## config.mk

```make
export PLATFORM = sky130hd
export DESIGN_NAME = alu_driver
export DESIGN_NICKNAME = d
export VERILOG_FILES = /design/src/rtl/alu_driver.sv
export SDC_FILE = /design/constraint.sdc
export NUM_CORES = 1
export LEC_CHECK = 0
export BUFFER_PORTS_ARGS = -buffer_cell sky130_fd_sc_hd__clkbuf_2
export CAP_MARGIN = 25
export CORE_MARGIN = 4
export CORE_UTILIZATION = 45
export CTS_CLUSTER_SIZE = 30
export DETAILED_ROUTE_END_ITERATION = 7
export HOLD_SLACK_MARGIN = 0.15
export PLACE_DENSITY_LB_ADDON = 0.1
export SLEW_MARGIN = 25
export SYNTH_ARGS = -nofsm -noshare
export SYNTH_HDL_FRONTEND = slang
export SYNTH_SLANG_ARGS = --single-unit
```

## constraint.sdc

```tcl
create_clock -name CLK -period 2.1 [get_ports CLK]
set_input_delay 0.21 -clock CLK [delete_from_list [all_inputs] [get_ports CLK]]
set_output_delay 0.21 -clock CLK [all_outputs]
set_load 0.005 [all_outputs]
```

## src/rtl/alu_driver.sv

```systemverilog
// Sequential valid/ready front-end for the 8-bit combinational ALU: registers a command onto
// the ALU inputs, captures Y and flags one cycle later, and holds them until consumed.
// The optional accumulator operand is enabled by defining ALU_DRV_ACC_EN.
//
// Handshakes: a command transfers on an edge with CMD_VALID & CMD_READY, a result on an edge
// with RES_VALID & RES_READY; both READY/VALID outputs decode from the state register only.
module alu_driver (
  input  logic       CLK,
  input  logic       RST,
  input  logic       CMD_VALID,
  output logic       CMD_READY,
  input  logic [2:0] CMD_OP,
  input  logic [7:0] CMD_A,
  input  logic [7:0] CMD_B,
  input  logic       CMD_ACC,
  output logic [7:0] ALU_A,
  output logic [7:0] ALU_B,
  output logic [2:0] ALU_OP,
  input  logic [7:0] ALU_Y,
  input  logic       ALU_C,
  input  logic       ALU_V,
  input  logic       ALU_N,
  input  logic       ALU_Z,
  output logic       RES_VALID,
  input  logic       RES_READY,
  output logic [7:0] RES_Y,
  output logic [3:0] RES_FLAGS,
  output logic       BUSY
);

  typedef enum logic [1:0] {
    ST_IDLE = 2'd0,
    ST_EXEC = 2'd1,
    ST_HOLD = 2'd2
  } state_e;

  state_e     state_q, state_d;
  logic [7:0] alu_a_q, alu_a_d;
  logic [7:0] alu_b_q, alu_b_d;
  logic [2:0] alu_op_q, alu_op_d;
  logic [7:0] res_y_q, res_y_d;
  logic [3:0] res_flags_q, res_flags_d;
  logic [7:0] opa_sel;

`ifdef ALU_DRV_ACC_EN
  logic [7:0] acc_q, acc_d;

  assign opa_sel = CMD_ACC ? acc_q : CMD_A;
`else
  logic unused_cmd_acc;

  assign unused_cmd_acc = CMD_ACC;
  assign opa_sel        = CMD_A;
`endif

  always_comb begin
    state_d     = state_q;
    alu_a_d     = alu_a_q;
    alu_b_d     = alu_b_q;
    alu_op_d    = alu_op_q;
    res_y_d     = res_y_q;
    res_flags_d = res_flags_q;
`ifdef ALU_DRV_ACC_EN
    acc_d       = acc_q;
`endif
    unique case (state_q)
      ST_IDLE: begin
        if (CMD_VALID) begin
          alu_a_d  = opa_sel;
          alu_b_d  = CMD_B;
          alu_op_d = CMD_OP;
          state_d  = ST_EXEC;
        end
      end
      ST_EXEC: begin
        // ALU output settles from the registered operands during this cycle.
        res_y_d     = ALU_Y;
        res_flags_d = {ALU_C, ALU_V, ALU_N, ALU_Z};
`ifdef ALU_DRV_ACC_EN
        acc_d       = ALU_Y;
`endif
        state_d     = ST_HOLD;
      end
      ST_HOLD: begin
        if (RES_READY) begin
          state_d = ST_IDLE;
        end
      end
      default: begin
        state_d = ST_IDLE;
      end
    endcase
  end

  always_ff @(posedge CLK or posedge RST) begin
    if (RST) begin
      state_q     <= ST_IDLE;
      alu_a_q     <= 8'h00;
      alu_b_q     <= 8'h00;
      alu_op_q    <= 3'b000;
      res_y_q     <= 8'h00;
      res_flags_q <= 4'b0000;
`ifdef ALU_DRV_ACC_EN
      acc_q       <= 8'h00;
`endif
    end else begin
      state_q     <= state_d;
      alu_a_q     <= alu_a_d;
      alu_b_q     <= alu_b_d;
      alu_op_q    <= alu_op_d;
      res_y_q     <= res_y_d;
      res_flags_q <= res_flags_d;
`ifdef ALU_DRV_ACC_EN
      acc_q       <= acc_d;
`endif
    end
  end

  assign CMD_READY = (state_q == ST_IDLE);
  assign RES_VALID = (state_q == ST_HOLD);
  assign BUSY      = (state_q != ST_IDLE);
  assign ALU_A     = alu_a_q;
  assign ALU_B     = alu_b_q;
  assign ALU_OP    = alu_op_q;
  assign RES_Y     = res_y_q;
  assign RES_FLAGS = res_flags_q;

endmodule
```

Yosys cells after proc, flatten, opt, wreduce, memory -nomap -nowiden. Cells that the tools add are included.

Eq/ne operators: 4. Muxes and demuxes: 3. Reductions and logical operators: 4.

Operators by type and width (count): case mux 2 bit (3 select lines) (1); two-way mux 2 bit (2); AND reduction 2 bit (2); equality test 2 x 1 -> 1 bit, second input constant (1); equality test 2 bit, second input constant (1); logical NOT 2 bit (1); inequality test 2 x 1 -> 1 bit, second input constant (1); inequality test 2 bit, second input constant (1); nonzero test 2 bit (1).

Bits in registers: 33. Bits of input ports: 36. Output and inout bits: 34. Logic and storage cells: 17.

Depth between registers and ports, before layout. Gate-level depths: netlist of the first run.

Word-level depth: 3. Depth in mapped cells: 3. Depth with buffers taken out: 2.

Least setup slack after synthesis of the first run. Ideal clock, no wire load.

Path kind: reg2reg. Start point: register state_q[0]. End point: register alu_a_q[0], in the netlist ALU_A[0]. Setup time: 0.125 ns. Arrival time: 1.130 ns. Data required time: 1.975 ns. Setup slack: 0.845 ns. Stages on the path, launching flop included: 4. Buffers on the path: 1. Clock period less this slack: 1.255 ns. Cells stage by stage: dfrtp_1 -> nor3b_2 -> buf_6 -> mux2_2.

Cells in the longest elaborated chain, start to end: 2.

RTL lines: start: declaration (RTL line 37) `state_e state_q, state_d;`; start signal: assignment (RTL line 107) `state_q <= state_d;`; logical NOT 2 bit (RTL line 66) `unique case (state_q)`; AND reduction 2 bit (no source line); end signal: assignment (RTL line 108) `alu_a_q <= alu_a_d;`; end: declaration (RTL line 38) `logic [7:0] alu_a_q, alu_a_d;`.

No other way between the ends. A chain may end at the register's enable or synchronous reset.

Worst setup path in the final report of the first run.
Start point: register state_q[0]. End point: output CMD_READY.

Cells in the longest elaborated chain, start to end: 1.

RTL lines: logical NOT 2 bit (RTL line 119) `assign CMD_READY = (state_q == ST_IDLE);`; end: declaration (RTL line 11) `output logic CMD_READY,`.

No other way between the ends.

==> impl_summary.log, run 1 <==
INFO  metric die_height = 61.0 um
INFO  metric start_util = 49.2%
INFO  metric synthCells = 75
INFO  metric clkSlewWorstSetupHoldPaths = 0.09 ns
INFO  metric grt_pass1_vias = 1061
INFO  metric clock_tree.htree_level_count = 2
INFO  metric finalCritPeriodShare = 69.4%
INFO  metric netlist-cell-type-count = 9
INFO  metric wire_length_of_the_first_global_routing_pass = 4560 um
INFO  metric total_leakage_power = 1.02 nW
INFO  metric diode_insertion_count_for_antenna_repair = 0
INFO  metric powerDensity = 1240 nW/um2
INFO  metric cts_root_buf = clkbuf_4
INFO  metric finalSetupViolations = 0
INFO  metric worstMarginPinSlew = 0.402 ns
INFO  metric clock_sinks = 33
INFO  metric fin_worst_skew = 0.00570 ns
INFO  metric critical_path_arrival = 1.25 ns
INFO  metric routed_wire_length_per_instance = 13.0 um
INFO  metric final_core_util = 79.1%
INFO  metric edff_count_synth = 0
INFO  metric design.final.nets = 219
INFO  metric vdd_drop_max = 0.957 mV
INFO  metric post_synth_and_or_nand_nor_area_fraction = 3.07%
INFO  metric clock_tree_from_tritoncts = yes
INFO  metric timing.final.crit_period = 1.46 ns
INFO  metric final_cell_area = 2030 um2
INFO  metric ctsLongestPathBuffers = 2
INFO  metric syn_area = 1260 um2
INFO  metric worst_r2r_startpoint = state_q[0]
INFO  metric cts_repair_resize_count = 0
INFO  metric post_route_ant_nets = 0
INFO  metric asyncSetResetFlopFracSynth = 100%
INFO  metric fin_hold_ws = 0.329 ns
INFO  metric synth_largest_type_area_fraction = 65.3%
INFO  metric synth.top_cells.by_count = dfrtp_1, mux2_2, buf_6, inv_1
INFO  metric post_synth_main_area_contributors = dfrtp_1, mux2_2, buf_6
INFO  metric synth_most_common_cell = dfrtp_1
INFO  metric synth_compound_gate_area_share = 0.396%
INFO  metric clk-insertion-delay-late = 0.32 ns
INFO  metric synth_fa_ha_area_share = 0%
INFO  metric placedInstanceArea = 1630 um2
INFO  metric synth.yosys.seq_area_share = 65.3%
INFO  metric fp-row-count = 18
INFO  metric yosysTopAreaCell = dfrtp_1
INFO  metric rr_endpoint = ALU_OP[0]
INFO  metric overflow = 0
INFO  metric startpoint_of_the_worst_setup_timing_path = state_q[0]
INFO  metric crit_type = reg -> out
INFO  metric placeableCoreArea = 2570 um2
INFO  metric relSlewSlack = 73.2%
INFO  metric hold_path.class = in -> reg
INFO  metric drive_gt1_share = 61.4%
INFO  metric post_route_total_power = 2.52 mW
INFO  metric nFillCells = 162
INFO  metric drt-vias-per-instance = 4.54
INFO  metric synth.ff_latch_count = 33
INFO  metric routed_wire_length = 2770 um
INFO  metric dr_total_vias = 971
INFO  metric drc = 0
INFO  metric worst-endpoint-required = 1.89 ns
INFO  metric boundaryPins = 70
INFO  metric area_growth_syn_to_layout = 60.7%
INFO  metric final_critical_path_setup_slack = 0.644 ns
INFO  metric cp-end-kind = primary output
INFO  metric drv_slew = 0
INFO  metric dominantRegCellSynth = dfrtp_1
INFO  metric hpwl = 1830 um
INFO  metric drv.max_cap_violation_count = 0
INFO  metric layout.cells.non_filler = 214
INFO  metric setup_total_negative_slack = 0 ns
INFO  metric max_freq = 687 MHz
INFO  metric numPlacedInstances = 173
INFO  metric cp-start-kind = flip-flop
INFO  metric synth.mux.area_fraction = 27.6%
INFO  metric unrepaired_setup_endpoints_after_global_routing = no
INFO  metric initialDrtViolationCount = 33
INFO  metric gp_congestion = 0.640
INFO  metric synth.yosys.warnings = 0
INFO  metric critPathMaxFanout = 4
INFO  metric router_iterations_before_antenna_repair = 2
INFO  metric outcome = completed
INFO  metric synth_nets = 111
INFO  metric cts_buffers = 5
INFO  metric synthXorXnorAreaFrac = 0%
INFO  metric ff2ff_setup_slack = 0.77 ns
INFO  metric io_buffers = 68
INFO  metric floorplan.die.width = 61.0 um
INFO  metric crit_end = CMD_READY
INFO  metric grt_usage = 17.2%
INFO  metric synth_area_per_cell = 16.8 um2
INFO  metric die_ar = 3720 um2
INFO  metric post-cts-setup-buffers = 0
INFO  metric synth_top_family_by_area = multiplexers
INFO  metric antenna_violations_before_repair = 0
INFO  metric reg2regPathDepth = 3
INFO  metric grt_max_degree = 34
INFO  metric preCtsSetupSlack = 0.782 ns
INFO  metric hold_viol = 0
==> routing by layer <==
metal  vias to the layer above  global-route usage, %  wire length, um
met4                         0                   8.36               55
met3                         7                   4.04              207
met2                        40                   31.8             1470
li1                        471                      -                -
met5                         -                      0                0
met1                       453                   18.3             1040
==> area by class of cell <==
type	count	area [um2]	area share, %
Clock buffer	7	65.1	3.20
Clock inverter	1	5.00	0.246
Inverter	3	11.3	0.555
Multi-Input combinational cell	36	393	19.3
Sequential cell	33	826	40.7
Tap cell	30	37.5	1.85
Timing Repair Buffer	104	693	34.1
==> flip-flops by register name, indices dropped and copies added, names as in the netlist <==
name and count:
ALU_A 8, ALU_B 8, ALU_OP 3, RES_FLAGS 4
RES_Y 8, state_q 2
==> what timing repair did <==
item,in CTS,in global routing
hold buffers,33,0
endpoints found under the hold margin,65,0
setup endpoints to repair,0,0
==> cells by family (layout without fill, tap and decap cells) <==
logic type,Yosys count,count (layout)
AOI/OAI and AO/OA,1,1
and+or+nand+nor,4,4
DFF,33,33
muxes,31,31
buffers and inverters,6,115
==> layout by cell type (no fill, tap or decap) <==
| master | synthesis | layout |
|---|---|---|
| clkbuf_8 | 0 | 2 |
| dlygate4sd3_1 | 0 | 33 |
| or2_2 | 1 | 1 |
| nand2b_1 | 1 | 1 |
| buf_4 | 0 | 3 |
| dfrtp_1 | 33 | 33 |
| inv_1 | 3 | 3 |
| nor3b_2 | 1 | 1 |
| mux2_2 | 31 | 31 |
| clkinv_2 | 0 | 1 |
| o21ai_0 | 1 | 1 |
| clkbuf_4 | 0 | 5 |
| clkbuf_2 | 0 | 68 |
| nand2b_4 | 1 | 1 |
==> power breakdown <==
part	switching [mW]	internal, mW	leakage, nW
sequential	0.167	0.958	0.387
clock	0.199	0.194	0.0413
combinational	0.373	0.630	0.592
total	0.738	1.78	1.02
==> critical path, stage by stage, from the launching register on <==
cell and delay, ns:
dfrtp_1 0.44, or2_2 0.30, inv_1 0.07, clkbuf_2 0.11
==> worst min path at each step <==
stage,slack [ns],startpoint,depth (start not counted),endpoint
detailed placement,0.31,RST,3,ALU_B[6]
finish,0.33,CMD_VALID,3,state_q[0]
CTS,0.31,CMD_VALID,3,state_q[0]
global route,0.31,CMD_VALID,3,state_q[0]
floorplan,0.32,RES_READY,1,state_q[1]
global placement,0.29,RST,3,RES_Y[5]
(Power assumes the default switching activity.)
==> run 2, diff against run 1 <==
- CORE_UTILIZATION: 45 -> 39
- clock period: 2.1 -> 1.3 ns (I/O delays scaled with it)
==> impl_summary.log, run 2 (synthesis results as in run 1) <==
INFO  metric io_buffers = 68
INFO  metric routed_wire_length_per_instance = 12.8 um
INFO  metric critPathMaxFanout = 20
INFO  metric final_critical_path_setup_slack = -0.0819 ns
INFO  metric finalSetupViolations = 21
INFO  metric critical_path.slowest_cell = dfrtp_1
INFO  metric dr_total_vias = 1006
INFO  metric routed_wire_length = 2940 um
INFO  metric fp-row-count = 20
INFO  metric cts_root_buf = clkbuf_4
INFO  metric final-seq-area = 826 um2
INFO  metric start_util = 41.1%
INFO  metric total_leakage_power = 1.02 nW
INFO  metric numPlacedInstances = 188
INFO  metric post_route_ant_nets = 0
INFO  metric boundaryPins = 70
INFO  metric diode_insertion_count_for_antenna_repair = 0
INFO  metric layout_commonest_cell = clkbuf_2
INFO  metric antenna_violations_before_repair = 0
INFO  metric crit_path_cell_trace = buf_4 -> nor3b_4 -> buf_12 -> mux2_2
INFO  metric violations = setup timing
INFO  metric grt_max_degree = 21
INFO  metric fin_worst_skew = 0.00740 ns
INFO  metric overflow = 0
INFO  metric drv.max_cap_violation_count = 0
INFO  metric cp-start-kind = flip-flop
INFO  metric clock_tree.htree_level_count = 2
INFO  metric design.final.nets = 221
INFO  metric initialDrtViolationCount = 28
INFO  metric hold_viol = 0
INFO  metric floorplan.die.width = 64.9 um
INFO  metric worst-path-buf-inv = 2
INFO  metric router_iterations_before_antenna_repair = 4
INFO  metric hold_path.class = in -> reg
INFO  metric drv_slew = 0
INFO  metric area_growth_syn_to_layout = 63.6%
INFO  metric critical_path.max_stage_delay = 0.38 ns
INFO  metric placeableCoreArea = 3080 um2
INFO  metric gp_congestion = 0.629
INFO  metric critical_path_arrival = 1.59 ns
INFO  metric relSlewSlack = 84.7%
INFO  metric drc = 0
INFO  metric layout.cells.non_filler = 230
INFO  metric drt-vias-per-instance = 4.37
INFO  metric max_freq = 724 MHz
INFO  metric crit_type = reg -> reg
INFO  metric powerDensity = 1960 nW/um2
INFO  metric layout.cells.most_common_list = clkbuf_2, dfrtp_1, dlygate4sd3_1
INFO  metric final_core_util = 67.2%
INFO  metric clock_tree_from_tritoncts = yes
INFO  metric unrepaired_setup_endpoints_after_global_routing = yes
INFO  metric vdd_drop_max = 1.19 mV
INFO  metric outcome = complete, but fails checks
INFO  metric hpwl = 1880 um
INFO  metric ctsLongestPathBuffers = 2
INFO  metric gate_family_responsible_for_the_most_delay_along_the_worst_path = flip-flops
INFO  metric timing.final.crit_period = 1.38 ns
INFO  metric die_ar = 4220 um2
INFO  metric multi_input_area = 405 um2
INFO  metric grt_pass1_vias = 1103
INFO  metric clock_sinks = 33
INFO  metric cp-end-kind = flip-flop
INFO  metric post_route_total_power = 4.05 mW
INFO  metric clkSlewWorstSetupHoldPaths = 0.09 ns
INFO  metric worst-endpoint-required = 1.51 ns
INFO  metric wire_length_of_the_first_global_routing_pass = 5040 um
INFO  metric nFillCells = 244
INFO  metric finalCritPeriodShare = 106%
INFO  metric worstMarginPinSlew = 0.230 ns
INFO  metric drive_gt1_share = 60.2%
INFO  metric cts_buffers = 5
INFO  metric grt_usage = 16.3%
INFO  metric clk-insertion-delay-late = 0.33 ns
INFO  metric die_height = 64.9 um
[run 2: worst min-delay path, delay by kind of cell]
kind                   cells  cell delay, ns
buffers and inverters      2            0.24
and+or+nand+nor            1            0.15
[run 2: stage by stage]
stage | TNS, ns | cell area [um2] | hold WS [ns] | setup slack, ns
6_report | -1.50 | 2070 | 0.227 | -0.0819
5_1_grt | -3.30 | 2070 | 0.196 | -0.165
4_1_cts | -1.68 | 2060 | 0.213 | -0.0947
3_5_place_dp | -0.774 | 1670 | 0.162 | -0.0502
3_3_place_gp | -0.205 | 1670 | 0.151 | -0.0125
2_1_floorplan | 0 | 1260 | 0.238 | 0.0450
[run 2: final cells by class]
class / count / share of cell area (%)
inverters: 3 / 0.545
well taps: 44 / 2.66
multi-input cells: 36 / 19.6
repair buffers: 106 / 34.9
flip-flops and latches: 33 / 40.0
clock buffers: 8 / 2.36
[run 2: path summary, 6_finish.rpt]
check	start	to	slack (ns)	cells past startpoint
setup / recovery	state_q[0]	ALU_A[5]	-0.08	4
hold / removal	CMD_VALID	state_q[0]	0.23	3
setup reg to reg	state_q[0]	ALU_A[5]	-0.08	4
hold reg to reg	RES_Y[3]	RES_Y[3]	0.51	1
max in group asynchronous	RST	RES_FLAGS[2]	0.72	4
min in group asynchronous	RST	ALU_B[5]	0.37	4
[run 2: timing repair]
item                       in CTS  in global routing
setup endpoints to repair      22                 22
buffers inserted                1                  0
hold buffers                   33                  0
resized for setup               2                  1
hold endpoints to repair       65                  0
[run 2: per-layer routing]
| metal | GRT usage [%] | vias up | share of wire, % |
|---|---|---|---|
| met2 | 30.5 | 40 | 55 |
| met5 | 0 | - | 0 |
| li1 | - | 477 | - |
| met4 | 6.33 | 0 | 1.7 |
| met1 | 15.9 | 483 | 36 |
| met3 | 6.41 | 6 | 7.7 |
[run 2: power by group]
group | leakage (nW) | switching, mW | internal [mW]
Combinational | 0.611 | 0.622 | 1.08
Sequential | 0.387 | 0.270 | 1.55
Clock | 0.0265 | 0.312 | 0.215
Total | 1.02 | 1.20 | 2.85
